**src/rtl/microcode_sequencer.sv**
```systemverilog
// Table-driven microcode sequencer for the SR-1 CPU: fetch handshake, microcycle counter, wait stalls.
// Define UCODE_WRITE_EN for a RAM control store written in IDLE; otherwise the built-in ROM image is used.
module microcode_sequencer #(
    parameter int OPCODE_W = 6,
    parameter int CYCLE_W  = 5,
    parameter int UCODE_W  = 6,
    parameter int NUM_WAIT = 8,
    parameter int END_CODE = 0,
    localparam int WAIT_IDX_W = (NUM_WAIT > 1) ? $clog2(NUM_WAIT) : 1,
    localparam int ENTRY_W    = 1 + WAIT_IDX_W + UCODE_W,
    localparam int ADDR_W     = OPCODE_W + CYCLE_W
) (
    input  logic                clk,
    input  logic                n_reset,
    input  logic                run,
    input  logic                halt,
    output logic                instr_req,
    input  logic                instr_ack,
    input  logic [OPCODE_W-1:0] instr_opcode,
    input  logic [NUM_WAIT-1:0] wait_in,
    output logic [UCODE_W-1:0]  ucode,
    output logic                ucode_valid,
    output logic                instr_done,
    output logic [CYCLE_W-1:0]  cycle,
    output logic                ovf_err,
    input  logic                wr_en,
    input  logic [ADDR_W-1:0]   wr_addr,
    input  logic [ENTRY_W-1:0]  wr_data
);

    typedef enum logic [2:0] {IDLE, FETCH, READ, ISSUE, WAIT} state_t;

    state_t                state, state_d;
    logic [OPCODE_W-1:0]   opcode_q, opcode_d;
    logic [CYCLE_W-1:0]    cycle_d;
    logic                  ovf_d;
    logic [ENTRY_W-1:0]    rd_entry;
    logic [ADDR_W-1:0]     rd_addr;
    logic                  e_wait_en;
    logic [WAIT_IDX_W-1:0] e_wait_idx;
    logic [UCODE_W-1:0]    e_op;
    logic                  released;

    assign e_wait_en  = rd_entry[ENTRY_W-1];
    assign e_wait_idx = rd_entry[UCODE_W +: WAIT_IDX_W];
    assign e_op       = rd_entry[UCODE_W-1:0];
    assign released   = !e_wait_en || wait_in[e_wait_idx];

    // Reading at the next-state address keeps the registered entry aligned with {opcode_q, cycle}.
    assign rd_addr = {opcode_d, cycle_d};

    always_ff @(posedge clk or negedge n_reset) begin
        if (!n_reset) begin
            state    <= IDLE;
            opcode_q <= '0;
            cycle    <= '0;
            ovf_err  <= 1'b0;
        end else begin
            state    <= state_d;
            opcode_q <= opcode_d;
            cycle    <= cycle_d;
            ovf_err  <= ovf_d;
        end
    end

    always_comb begin
        state_d     = state;
        opcode_d    = opcode_q;
        cycle_d     = cycle;
        ovf_d       = ovf_err;
        instr_req   = 1'b0;
        ucode_valid = 1'b0;
        ucode       = '0;
        instr_done  = 1'b0;
        if (!halt) begin
            case (state)
                IDLE: begin
                    if (run) state_d = FETCH;
                end
                FETCH: begin
                    instr_req = 1'b1;
                    if (instr_ack) begin
                        opcode_d = instr_opcode;
                        cycle_d  = '0;
                        state_d  = READ;
                    end else if (!run) begin
                        state_d = IDLE;
                    end
                end
                READ: state_d = ISSUE;
                ISSUE, WAIT: begin
                    if (e_op == UCODE_W'(END_CODE)) begin
                        instr_done = 1'b1;
                        state_d    = FETCH;
                    end else if (!released) begin
                        state_d = WAIT;
                    end else begin
                        ucode_valid = 1'b1;
                        ucode       = e_op;
                        // Last slot issued without an end code: force the return to fetch.
                        if (&cycle) begin
                            ovf_d   = 1'b1;
                            state_d = FETCH;
                        end else begin
                            cycle_d = cycle + 1'b1;
                            state_d = ISSUE;
                        end
                    end
                end
                default: state_d = IDLE;
            endcase
        end
    end

`ifdef UCODE_WRITE_EN
    logic [ENTRY_W-1:0] mem [2**ADDR_W];

    // Read-first port: a same-address write this cycle is seen only on the next read.
    always_ff @(posedge clk) begin
        if (wr_en && state == IDLE && !halt) mem[wr_addr] <= wr_data;
        rd_entry <= mem[rd_addr];
    end
`else
    logic unused_wr;
    assign unused_wr = ^{wr_en, wr_addr, wr_data};

    function automatic logic [ENTRY_W-1:0] mk(input logic w, input int idx, input int op);
        mk = {w, WAIT_IDX_W'(idx), UCODE_W'(op)};
    endfunction

    // Microcode image: 1 = INC, PC_MAR; 2 = no end code; 3 = ops 11..15; 4 = end only; 5 = waits on channel 3.
    function automatic logic [ENTRY_W-1:0] rom_entry(input logic [ADDR_W-1:0] a);
        int op;
        int cyc;
        op        = int'(a[ADDR_W-1:CYCLE_W]);
        cyc       = int'(a[CYCLE_W-1:0]);
        rom_entry = mk(1'b0, 0, END_CODE);
        case (op)
            1: begin
                if (cyc == 0) rom_entry = mk(1'b0, 0, 1);
                if (cyc == 1) rom_entry = mk(1'b0, 0, 2);
            end
            2: rom_entry = mk(1'b0, 0, (cyc % ((1 << UCODE_W) - 1)) + 1);
            3: if (cyc < 5) rom_entry = mk(1'b0, 0, 11 + cyc);
            5: begin
                if (cyc == 0) rom_entry = mk(1'b1, 3, 9);
                if (cyc == 1) rom_entry = mk(1'b0, 0, 10);
            end
            default: rom_entry = mk(1'b0, 0, END_CODE);
        endcase
    endfunction

    always_ff @(posedge clk) begin
        rd_entry <= rom_entry(rd_addr);
    end
`endif

endmodule

```
**config.mk**
```make
export PLATFORM = sky130hd
export DESIGN_NAME = microcode_sequencer
export DESIGN_NICKNAME = d
export VERILOG_FILES = /design/src/rtl/microcode_sequencer.sv
export SDC_FILE = /design/constraint.sdc
export NUM_CORES = 1
export LEC_CHECK = 0
export ABC_AREA = 1
export ABC_CLOCK_PERIOD_IN_PS = 3500
export CELL_PAD_IN_SITES_DETAIL_PLACEMENT = 0
export CELL_PAD_IN_SITES_GLOBAL_PLACEMENT = 1
export CORE_UTILIZATION = 46
export DETAILED_ROUTE_END_ITERATION = 10
export DONT_BUFFER_PORTS = 1
export GPL_ROUTABILITY_DRIVEN = 0
export MAX_ROUTING_LAYER = met4
export PLACE_DENSITY_LB_ADDON = 0.1
export SLEW_MARGIN = 0
export SYNTH_ARGS = -nofsm -noshare
export SYNTH_HDL_FRONTEND = slang
export SYNTH_SLANG_ARGS = --single-unit
```
**constraint.sdc**
```tcl
create_clock -name clk -period 3.5 [get_ports clk]
set_clock_uncertainty 0.2 [all_clocks]
set_input_delay 1.05 -clock clk [delete_from_list [all_inputs] [get_ports clk]]
set_output_delay 1.05 -clock clk [all_outputs]
set_load 0.05 [all_outputs]
```
# == After elaboration in Yosys (flattened, before gate mapping) ==
# Cells that the tools add are included.
# word_totals
ff_bits,25
# op_classes
div_mod_pow,1
n_reduce_logical,9
mux,37
n_lt_le_gt_ge,2
add_sub_neg,3
bitwise_logic,2
eq_ne,11
# ops
cell,count
$mux W6,8
$pmux W10 S4,1
$mod A6 B7 Y32 const B,1
$mux W10,3
$mux W5,5
$mux W3,5
$eq A6 B2 Y1 const B,2
$pmux W3 S4,1
$mux W1,11
$pmux W5 S2,1
$reduce_and A9 Y1,1
$add A4 B5 Y6 const A,1
$add A6 B2 Y6 const B,1
$eq A3 B2 Y1 const B,2
$eq A6 B1 Y1 const B,1
$eq A6 B3 Y1 const B,1
$logic_not A6 Y1,1
$add A5 B1 Y5 const B,1
$eq A5 B2 Y1 const B,1
$logic_not A5 Y1,1
$lt A5 B3 Y1 const B,1
$reduce_and A5 Y1,1
$lt A3 B4 Y1 const B,1
$bmux W1 S3,1
other kinds (11),12

# == Logic depth before layout (Yosys ltp) ==
# depth
ltp_word,11
mapped_depth,16
depth_no_buf,16

# == Least setup slack after synthesis ==
# Ideal clock, no wire load.
# synth_path
kind,input -> output
start,in halt
end,out ucode[0]
n_path_buf,0
path_slack_ps,-169
cell_stages,5
arrival_time_ps,2419
cell_sequence,inv_1 nand3_2 nor2_4 inv_2 nor2_1
# synth_via
elab_chain_len,1
# synth_rtl
item,line,source
start: declaration,16,"input logic halt,"
$mux W6,75,if (!halt) begin
end: declaration,21,"output logic [UCODE_W-1:0] ucode,"
# No other way between the ends.

# == Worst setup path after layout ==
# layout_path
start,in wait_in[3]
end,out ucode[0]
# layout_via
elab_chain_len,7
# layout_rtl
item,line,source
start: declaration,20,"input logic [NUM_WAIT-1:0] wait_in,"
$bmux W1 S3,47,assign released = !e_wait_en || wait_in[e_wait_idx];
$mux W1 (not written as such),47,
$logic_or A1 B1 Y1,47,
$mux W6,95,end else if (!released) begin
$mux W6,92,if (e_op == UCODE_W'(END_CODE)) begin
$mux W6,76,case (state)
$mux W6,75,
# No other way between the ends. The select of a mux whose other input is x is not followed.

==> results by group <==
Status
  • Status: complete, no violations

Critical path
  • Slowest cell on the critical path: nor2_1
  • CP max FO: 8
  • Critical path arrival: 1.90 ns
  • Critical Setup Path Class: in2out
  • Crit path cell chain: nor2_1 > inv_1 > nand2_1 > nor2_4 > inv_2 > nor2_1 > buf_4
  • Critical path buffer and inverter count: 3
  • Critical Path End Type: output port
  • Worst path max stage delay: 0.18 ns
  • WP data required: 2.25 ns
  • CP Launch Type: primary input
  • Top cell by count, worst path: nor2_1
  • Cell family with most CP delay: simple AND/OR/NAND/NOR gates

Yosys
  • Synth cell types: 26
  • Yosys reg bits: 22
  • Syn_area_per_cell: 6.86 um2
  • Syn Inst Count: 212
  • Net count after synthesis: 257
  • Yosys warns: 0
  • Post-synthesis sequential area ratio: 35.4%
  • Synth Cell Area: 1460 um2

STA
  • Tcrit/Tclk final: 90.0%
  • RSZ-0062 raised after global routing: no
  • Slew Viols, Final: 0
  • Worst setup margin: 0.348 ns
  • Final Hold Vio Count: 0
  • Fmax achieved: 317 MHz
  • Period minus WS final: 3.15 ns
  • Relative slew slack: 63.2%
  • Final setup vio count: 0
  • Worst-Margin Slew: 0.552 ns

Layout
  • # nets final: 273
  • Share of cells above drive strength 1: 18.9%
  • Cell area after layout: 1620 um2
  • Area Overhead vs Synth: 11.4%
  • Antenna cell count: 0

Floorplan
  • Site Rows: 20
  • Initial core utilization: 48.1%
  • # IOs: 56
  • Die Width: 58.2 um
  • Core area: 3030 um2
  • Die Ht: 58.2 um
  • DIE AREA: 3390 um2

Detailed routing
  • Via/cell ratio: 4.86
  • DRC Markers: 0
  • Pre-Repair DR Iteration Count: 4
  • Wirelength per Cell: 11.6 um
  • Vias post-DR: 1316
  • Initial drt markers: 70
  • Antenna violation net count after detailed routing: 0
  • Final wirelength: 3140 um

Run
  • # Max-Cap Violations: 0

Pwr
  • Pleak: 0.000811 uW
  • Worst vdd ir: 279 uV
  • Power Total: 1190 uW
  • Comb pwr share: 60.0%
  • Sequential share of power: 30.4%
  • Clk network pwr share: 9.6%
  • Net Sw Frac: 51.1%
  • P per Cell Area: 731 nW/um2
  • P_sw: 605 uW
  • Int Pwr: 580 uW

Global route
  • GR Util met1: 25.9%
  • Vias in the first global route: 1264
  • Gr ovfl total: 0
  • Global-route wire length before repair: 5440 um
  • Met2 Track Usage GR: 37.8%
  • GRT Overall Usage: 21.4%
  • GRT met3 Usage: 3.13%
  • Initial antenna violation count: 0
  • Busiest layer in global routing: met2
  • Largest net degree at the start of global routing: 16

Clock network
  • Bufs on Longest Clock Path: 2
  • Post-CTS Repair Setup Buffers: 0
  • Root Buffer: clkbuf_4
  • CTS Hold Bufs: 0
  • Num CTS Buffers: 3
  • Worst-path clk slew: 0.12 ns
  • Clk sinks: 22
  • CTS H-tree depth: 1
  • CTS tree: done
  • Clock latency on the worst-skew pair: 0.29 ns
  • CTS resizes: 0

Place
  • DP HPWL: 2620 um
  • Number of buffers added on ports: 0
  • Placed inst area: 1600 um2
  • Pre-CTS setup slack: 0.329 ns

Worst hold path
  • Min-delay worst type: in2async
synthesized netlist by cell type, drive strengths merged:
cell | n | area, um2
nand2 | 65 | 284
inv | 37 | 139
nor2 | 32 | 155
nand3 | 24 | 143
dfrtp | 15 | 375
o21ai | 10 | 57.6
dfxtp | 7 | 140
nand4 | 5 | 31.3
ha | 4 | 50.1
a21oi | 3 | 15.0
nor3 | 3 | 15.0
nand3b | 2 | 15.0
buf | 1 | 5.00
o21bai | 1 | 7.51
o31ai | 1 | 7.51
or2 | 1 | 6.26
xnor2 | 1 | 8.76
cell usage in the layout, fill, tap and decap left out, drive strengths merged:
master  instances
nor3            3
o21bai          1
nor2           32
clkbuf          4
o31ai           1
inv            37
nand4           5
o21ai          10
nand3          24
xnor2           1
buf            12
nand2          65
dfxtp           7
dfrtp          15
or2             1
nand3b          2
ha              4
a21oi           3
flip-flops by register name (all words and copies together) (netlist names):
name	flops
cycle	5
opcode_q	6
ovf_err	1
rd_entry	7
state	3
logic make-up after synthesis:
| logic type | Yosys count | share of synthesized area (%) |
|---|---|---|
| simple gates | 132 | 44.6 |
| buf+inv | 38 | 9.89 |
| flops | 22 | 35.4 |
| compound gates | 15 | 6.02 |
| fa+ha+maj | 4 | 3.44 |
| xor+xnor | 1 | 0.602 |
path summary, 6_finish.rpt:
path | startpoint | endpoint | slack (ns) | cells past startpoint
hold / removal | n_reset | state[2] | 0.23 | 0
setup / recovery | wait_in[3] | ucode[0] | 0.35 | 7
hold reg to reg | opcode_q[2] | opcode_q[2] | 0.32 | 2
min in group clk | opcode_q[2] | opcode_q[2] | 0.32 | 2
max in group asynchronous | n_reset | cycle[4] | 2.79 | 0
setup reg to reg | cycle[1] | rd_entry[2] | 0.89 | 14
area by class of cell:
class / count / area, um2
sequential: 22 / 515
tap: 44 / 55.1
inverter: 37 / 139
fill: 323 / 1410
timing repair buffer: 12 / 90.1
multi-input combinational: 152 / 796
clock buffer: 4 / 26.3
routing by layer:
metal | vias up | routed length (um)
met1 | 598 | 1400
met4 | 0 | 19
met5 | - | 0
met3 | 2 | 118
li1 | 696 | -
met2 | 20 | 1600
per-stage QoR:
step                setup TNS, ns  util [%]  std cells  hold slack (ns)
finish                          0      53.6        271            0.230
global route                    0      53.6        271            0.194
CTS                             0      53.6        271            0.216
detailed placement              0      52.7        267            0.294
global placement                0      52.7        267            0.289
floorplan                   -1.02         -        212            0.270
power by group through the flow:
stage	registers, uW	clock network [uW]	logic (uW)
finish	361	114	711
global route	369	132	814
CTS	361	120	717
detailed placement	366	0	713
global placement	363	0	690
floorplan	425	0	500
(Power assumes the default switching activity.)
